<file path="src/rtl/sprite_pixel_pipe.sv">
// Sprite ROM front/back end: turns beam position into a ROM address, realigns the
// returned palette index with the delayed beam, and runs the two-frame animation counter.
`timescale 1ns/1ps

module sprite_pixel_pipe #(
  parameter int         SPR_W      = 96,
  parameter int         SPR_H      = 96,
  parameter int         ADDR_W     = 14,
  parameter logic [7:0] TRANSP_IDX = 8'h00,
  parameter int         ANIM_HALF  = 16
) (
  input  logic              Clk,
  input  logic              Reset_n,
  input  logic              frameClk,
  input  logic [9:0]        DrawX,
  input  logic [9:0]        DrawY,
  input  logic              pixel_valid,
  input  logic [9:0]        SprX,
  input  logic [9:0]        SprY,
  input  logic              sprite_en,
  output logic [ADDR_W-1:0] read_address,
  input  logic [7:0]        rom_data,
  output logic              anim_sel,
  output logic              pix_hit,
  output logic [7:0]        pix_index,
  output logic [9:0]        DrawX_o,
  output logic [9:0]        DrawY_o,
  output logic              out_valid
);

  localparam int CNT_W = $clog2(2 * ANIM_HALF);

  // Stage 0: all box arithmetic is done in 11 bits so a sprite hanging off the
  // right or bottom screen edge clips instead of wrapping back to column/row 0.
  logic [10:0]       draw_x, draw_y, spr_x, spr_y;
  logic [10:0]       dx, dy;
  logic              in_box, hit0;
  logic [ADDR_W-1:0] addr_next;

  assign draw_x = {1'b0, DrawX};
  assign draw_y = {1'b0, DrawY};
  assign spr_x  = {1'b0, SprX};
  assign spr_y  = {1'b0, SprY};
  assign dx     = draw_x - spr_x;
  assign dy     = draw_y - spr_y;

  assign in_box = (draw_x >= spr_x) && (draw_x < spr_x + 11'(SPR_W)) &&
                  (draw_y >= spr_y) && (draw_y < spr_y + 11'(SPR_H));
  assign hit0   = in_box && sprite_en && pixel_valid;

  assign addr_next = ADDR_W'(dy) * ADDR_W'(SPR_W) + ADDR_W'(dx);

  // Stages 1 and 2 carry hit and beam coordinates alongside the ROM access.
  logic       hit1, hit2;
  logic [9:0] x1, y1, x2, y2;
  logic       v1, v2;

  always_ff @(posedge Clk or negedge Reset_n) begin
    if (!Reset_n) begin
      read_address <= '0;
      hit1         <= 1'b0;
      x1           <= '0;
      y1           <= '0;
      v1           <= 1'b0;
      hit2         <= 1'b0;
      x2           <= '0;
      y2           <= '0;
      v2           <= 1'b0;
      pix_hit      <= 1'b0;
      pix_index    <= '0;
      DrawX_o      <= '0;
      DrawY_o      <= '0;
      out_valid    <= 1'b0;
    end else begin
      // NOTE: non-blocking assignments make every stage capture the previous
      // stage's pre-edge value, which is what keeps the pipeline one pixel per stage.
      if (hit0) read_address <= addr_next;
      hit1      <= hit0;
      x1        <= DrawX;
      y1        <= DrawY;
      v1        <= pixel_valid;
      hit2      <= hit1;
      x2        <= x1;
      y2        <= y1;
      v2        <= v1;
      pix_hit   <= hit2 && (rom_data != TRANSP_IDX);
      pix_index <= (hit2 && (rom_data != TRANSP_IDX)) ? rom_data : 8'h00;
      DrawX_o   <= x2;
      DrawY_o   <= y2;
      out_valid <= v2;
    end
  end

  // Animation: frameClk is asynchronous, so it is brought in through two flops and
  // the rising edge is taken from a third flop holding the previous synced value.
  logic             frame_s1, frame_s2, frame_prev;
  logic             frame_rise;
  logic [CNT_W-1:0] frame_cnt;

  assign frame_rise = frame_s2 && !frame_prev;

  always_ff @(posedge Clk or negedge Reset_n) begin
    if (!Reset_n) begin
      frame_s1   <= 1'b0;
      frame_s2   <= 1'b0;
      frame_prev <= 1'b0;
      frame_cnt  <= '0;
      anim_sel   <= 1'b0;
    end else begin
      frame_s1   <= frameClk;
      frame_s2   <= frame_s1;
      frame_prev <= frame_s2;
      if (frame_rise) begin
        if (frame_cnt == CNT_W'(2 * ANIM_HALF - 1)) frame_cnt <= '0;
        else                                        frame_cnt <= frame_cnt + 1'b1;
      end
      anim_sel <= (frame_cnt >= CNT_W'(ANIM_HALF));
    end
  end

endmodule

</file>
<file path="config.mk">
export PLATFORM = sky130hd
export DESIGN_NAME = sprite_pixel_pipe
export DESIGN_NICKNAME = d
export VERILOG_FILES = /design/src/rtl/sprite_pixel_pipe.sv
export SDC_FILE = /design/constraint.sdc
export NUM_CORES = 1
export LEC_CHECK = 0
export BUFFER_PORTS_ARGS = -buffer_cell sky130_fd_sc_hd__clkbuf_2
export CAP_MARGIN = 20
export CORE_ASPECT_RATIO = 0.5
export CORE_UTILIZATION = 50
export CTS_BUF_LIST = sky130_fd_sc_hd__clkbuf_8
export DETAILED_ROUTE_END_ITERATION = 8
export PLACE_DENSITY = 0.76
export SLEW_MARGIN = 10
export SYNTH_ARGS = -nofsm -noshare
export SYNTH_HDL_FRONTEND = slang
export SYNTH_SLANG_ARGS = --single-unit
</file>
<file path="constraint.sdc">
create_clock -name Clk -period 3.15 [get_ports Clk]
set_clock_uncertainty 0.2 [all_clocks]
set_input_delay 0.63 -clock Clk [delete_from_list [all_inputs] [get_ports Clk]]
set_output_delay 0.63 -clock Clk [all_outputs]
set_load 0.01 [all_outputs]
</file>
After elaboration in Yosys (flattened, before gate mapping):

Cells that the tools add are included.

* flip-flop bits (word level): 97
* input port bits: 53
* output and inout port bits: 45
* word-level logic and storage cells: 43

* add/subtract/negate cells: 6
* $mul: 1
* $lt $le $gt $ge: 5
* equality and inequality tests: 1
* mux-type cells: 2
* reductions and logical operators: 9

Operators by type and width (count)
* adder 10 x 7 -> 11 bit, second input constant: 2
* < comparator 10 x 11 -> 1 bit: 2
* subtractor 10 x 10 -> 11 bit: 2
* greater-or-equal comparator 10 bit: 2
* adder 14 x 11 -> 14 bit: 1
* multiplier 11 x 2 -> 9 bit, second input constant: 1
* two-way mux 8 bit: 1
* nonzero test 8 bit: 1
* logical AND 1 bit: 7
* adder 5 x 1 -> 5 bit, second input constant: 1
* == test 5 bit, second input constant: 1
* greater-or-equal comparator 5 bit, second input constant: 1
* two-way mux 5 bit: 1
* logical NOT 1 bit: 1

Depth between registers and ports, before layout:

* depth after elaboration: 7
* gate-level depth with buffers: 18
* gate-level depth less buffers: 18

Worst setup path before layout:

OpenSTA, ideal clock, no wires.

* path type: input to register
* start: input port DrawY[0]
* end: register read_address[13]
* data arrival time: 3719 ps
* data required time: 2825 ps
* slack: -893 ps
* stages on the path: 16
* path buffers: 0
* cell sequence: inv_1 > ha_1 > inv_1 > fa_1 > ha_1 > inv_1 > fa_1 > inv_1 > ha_1 > a21o_1 > a21oi_1 > o21bai_1 > a21oi_1 > nand3b_1 > xnor3_1 > mux2_2

* word-level cells in the longest chain between the ends: 5
* elaborated cells on any way between the ends: 9

Ends and longest elaborated chain
* start: declaration: line 16 `input logic [9:0] DrawY,`
* parallel branches: the longest is 5 deep, another holds adder 14 x 11 -> 14 bit
* end signal: assignment: line 77 `if (hit0) read_address <= addr_next;`
* end: declaration: line 21 `output logic [ADDR_W-1:0] read_address,`

Parallel ways; which one is timed is not known.
A chain may end at the register's enable or synchronous reset.

Worst setup path after layout:

* start: input port DrawY[0]
* end: register read_address[12]

The elaborated chain is that of the path after synthesis.

==> impl_metrics.json <==
{
  "synth_ff_type": "dfrtp_1",
  "synth_nets": 480,
  "grtUsageTotal_pct": 20.1,
  "crit_chain": "clkbuf_16 -> inv_12 -> ha_4 -> inv_2 -> fa_2 -> a21o_1 -> a21oi_2 -> xnor2_2 -> buf_4 -> ha_4 -> o21a_1 -> o31a_1 -> a21oi_2 -> ha_1 -> buf_4 -> o21a_1 -> o21ai_1 -> xnor2_1 -> mux2_4",
  "total_leakage_power_nw": 3.21,
  "fp.dieW_um": 138,
  "nFillCells": 641,
  "cp_slowest_cell": "fa_2",
  "hold_path_class": "in2async",
  "crit_fanout": 3,
  "final_cells": 671,
  "vdd_drop_max_mv": 0.375,
  "yosysSeqAreaShare_pct": 52.7,
  "grt_pass1_wl_mm": 14.7,
  "drive_gt1_share_pct": 42.6,
  "synth-edff-count": 0,
  "drt_first_iter_violations": 56,
  "worstMarginPinSlew_ps": 637,
  "setup_violations": 5,
  "synth_common_cells": "dfrtp_1 (97), ha_1 (48), inv_1 (37), xnor2_1 (22)",
  "seqCellArea_um2": 2430,
  "worstPathRequired_ps": 3220,
  "gp_congestion": 0.819,
  "yosysUniqueCellTypes": 45,
  "rows": 24,
  "cts_tree": "done",
  "cts_htree_levels": 3,
  "antenna_found_initial": 0,
  "ant_nets": 0,
  "fp.dieH_um": 69.9,
  "setup.worst_path.end_class": "flip-flop",
  "ios": 98,
  "dr.pass1.iters": 4,
  "min_period_over_period_pct": 118,
  "yosys_register_bits": 97,
  "synth_top_area_cell": "dfrtp_1",
  "netlist_instances": 375,
  "nets": 654,
  "synth.most_common_cell": "dfrtp_1",
  "drc": 0,
  "rsz0062_at_grt": "yes",
  "dp.final_hpwl_mm": 6.56,
  "min_period_ps": 3730,
  "num_antenna_cells": 0,
  "cts_sinks": 97,
  "outcome": "finished with violations",
  "drt_wl_total_mm": 9.05,
  "synth_area_leaders": "dfrtp_1 (53%), ha_1 (13%), xnor2_1 (4.2%)",
  "synthArstFlopShare_pct": 100,
  "finalHoldViolations": 0,
  "violations": "setup timing",
  "area_delta_synth_final_pct": 34.9,
  "root_buffer": "clkbuf_8",
  "yosysTopAreaCellShare_pct": 52.7,
  "worstPathArrival_ps": 3790,
  "path_clk_slew_ps": 100,
  "vias": 3319,
  "ys_warn_count": 0,
  "grt_pass1_vias": 3218,
  "p_per_area_nw_per_um2": 648,
  "wl_per_cell_um": 13.5,
  "slew_viol_final": 0,
  "syn-cell-area_um2": 4610,
  "dp_cells": 649,
  "port_buffers": 97,
  "vias_per_cell": 4.95,
  "die-area_um2": 9630,
  "initial_core_util_pct": 52.2,
  "fmax_mhz": 268,
  "cts_buffers": 9,
  "multi_input_area_um2": 2210,
  "core_area_um2": 8830,
  "cp-start-kind": "primary input",
  "dp_slack_ps": -947,
  "syn_area_per_cell_um2": 12.3,
  "cp_slowest_stage_delay_ps": 440,
  "cap_violations": 0,
  "final_core_util_pct": 70.4,
  "grt_start_max_net_pins": 51,
  "setup_slack_ps": -577,
  "tns_ps": -2100,
  "overflow": 0,
  "clk_latency_ps": 370,
  "cts_buffer_depth": 2,
  "crit_type": "in2reg",
  "slew-limit-headroom_pct": 57.5
}
==> per-stage QoR <==
step	instance area (um^2)	hold WS, ps	total power, W
after floorplan	4700	131	0.00240
after global placement	5800	131	0.00294
after detailed placement	5800	135	0.00297
after CTS	6150	75.2	0.00395
after global routing	6210	103	0.00429
final	6210	75.1	0.00403
==> cells in the final DEF, fill, tap and decap left out, types with 3 or more instances in the layout <==
master,n
xor2_1,5
xnor2_1,17
a21o_1,8
inv_2,5
nand2_1,11
nor2_1,15
mux2_2,4
nand4_1,5
and2_1,8
o21ai_0,16
fa_2,3
dfrtp_1,97
buf_6,3
inv_1,31
clkbuf_2,95
xnor2_2,5
a21oi_1,10
nor2b_1,3
o21a_1,7
nand2b_1,8
o21bai_1,4
ha_1,42
a21oi_2,10
mux2_4,8
o2111ai_1,4
clkbuf_8,10
a211oi_1,4
buf_4,65
ha_4,6
==> sequential cells by signal, summed over array words and instances (netlist names), 5 cells and up <==
signal / flops
pix_index: 8
DrawX_o: 10
DrawY_o: 10
read_address: 14
frame_cnt: 5
x2: 10
y1: 10
y2: 10
x1: 10
==> worst max-delay path: cells and delay by family <==
kind                     cells  cell delay (ps)
adder cells (fa/ha/maj)      4             1160
AO/OA/AOI/OAI                7             1030
buffers and inverters        5              510
multiplexers                 1              270
XOR/XNOR                     2              190
==> cell families (layout without fill, tap and decap cells) <==
| family | after synthesis | in the layout | synth area share (%) |
|---|---|---|---|
| flip-flops | 97 | 97 | 52.7 |
| XOR/XNOR | 30 | 30 | 6.00 |
| AO/OA/AOI/OAI | 79 | 79 | 11.7 |
| buffers and inverters | 40 | 219 | 3.75 |
| adder cells (fa/ha/maj) | 52 | 52 | 14.8 |
| multiplexers | 14 | 14 | 3.94 |
| AND/OR/NAND/NOR | 63 | 63 | 7.17 |
==> final timing paths <==
check / from / to / slack (ps) / depth (start not counted)
min in group Clk: y1[3]$_DFF_PN0_ / y2[3]$_DFF_PN0_ / 150 / 0
min: Reset_n / DrawY_o[7]$_DFF_PN0_ / 80 / 1
max: DrawY[0] / read_address[12]$_DFFE_PN0P_ / -580 / 19
min reg2reg: y1[3]$_DFF_PN0_ / y2[3]$_DFF_PN0_ / 150 / 0
max reg2reg: frame_cnt[0]$_DFFE_PN0P_ / frame_cnt[2]$_DFFE_PN0P_ / 1410 / 5
max in group asynchronous: Reset_n / y1[3]$_DFF_PN0_ / 2000 / 2
==> layer usage <==
metal | track usage, % | wire, um
met1 | 25.7 | 4090
met5 | 0 | 0
met3 | 5.95 | 496
met2 | 32.7 | 4330
met4 | 6.40 | 134
==> where the power goes <==
part	switching, W	total [W]	leakage, nW	internal, W
Sequential	0.0000826	0.00148	1.18	0.00140
Combinational	0.000745	0.00169	1.92	0.000943
Clock	0.000454	0.000860	0.108	0.000406
==> repair_timing <==
item | in CTS | in global routing
hold buffers | 0 | 0
hold endpoints to repair | 0 | 0
setup endpoints to repair | 5 | 12
gates resized for setup | 17 | 10
pin swaps | 21 | 22
buffers inserted | 6 | 3
==> area by class of cell <==
type,instances,share of cell area (%)
Sequential cell,97,39.1
Multi-Input combinational cell,238,35.5
Timing Repair Buffer,166,17.1
Inverter,37,2.44
Tap cell,117,2.36
Clock buffer,10,2.21
Clock inverter,6,1.33
(Power assumes the default switching activity.)
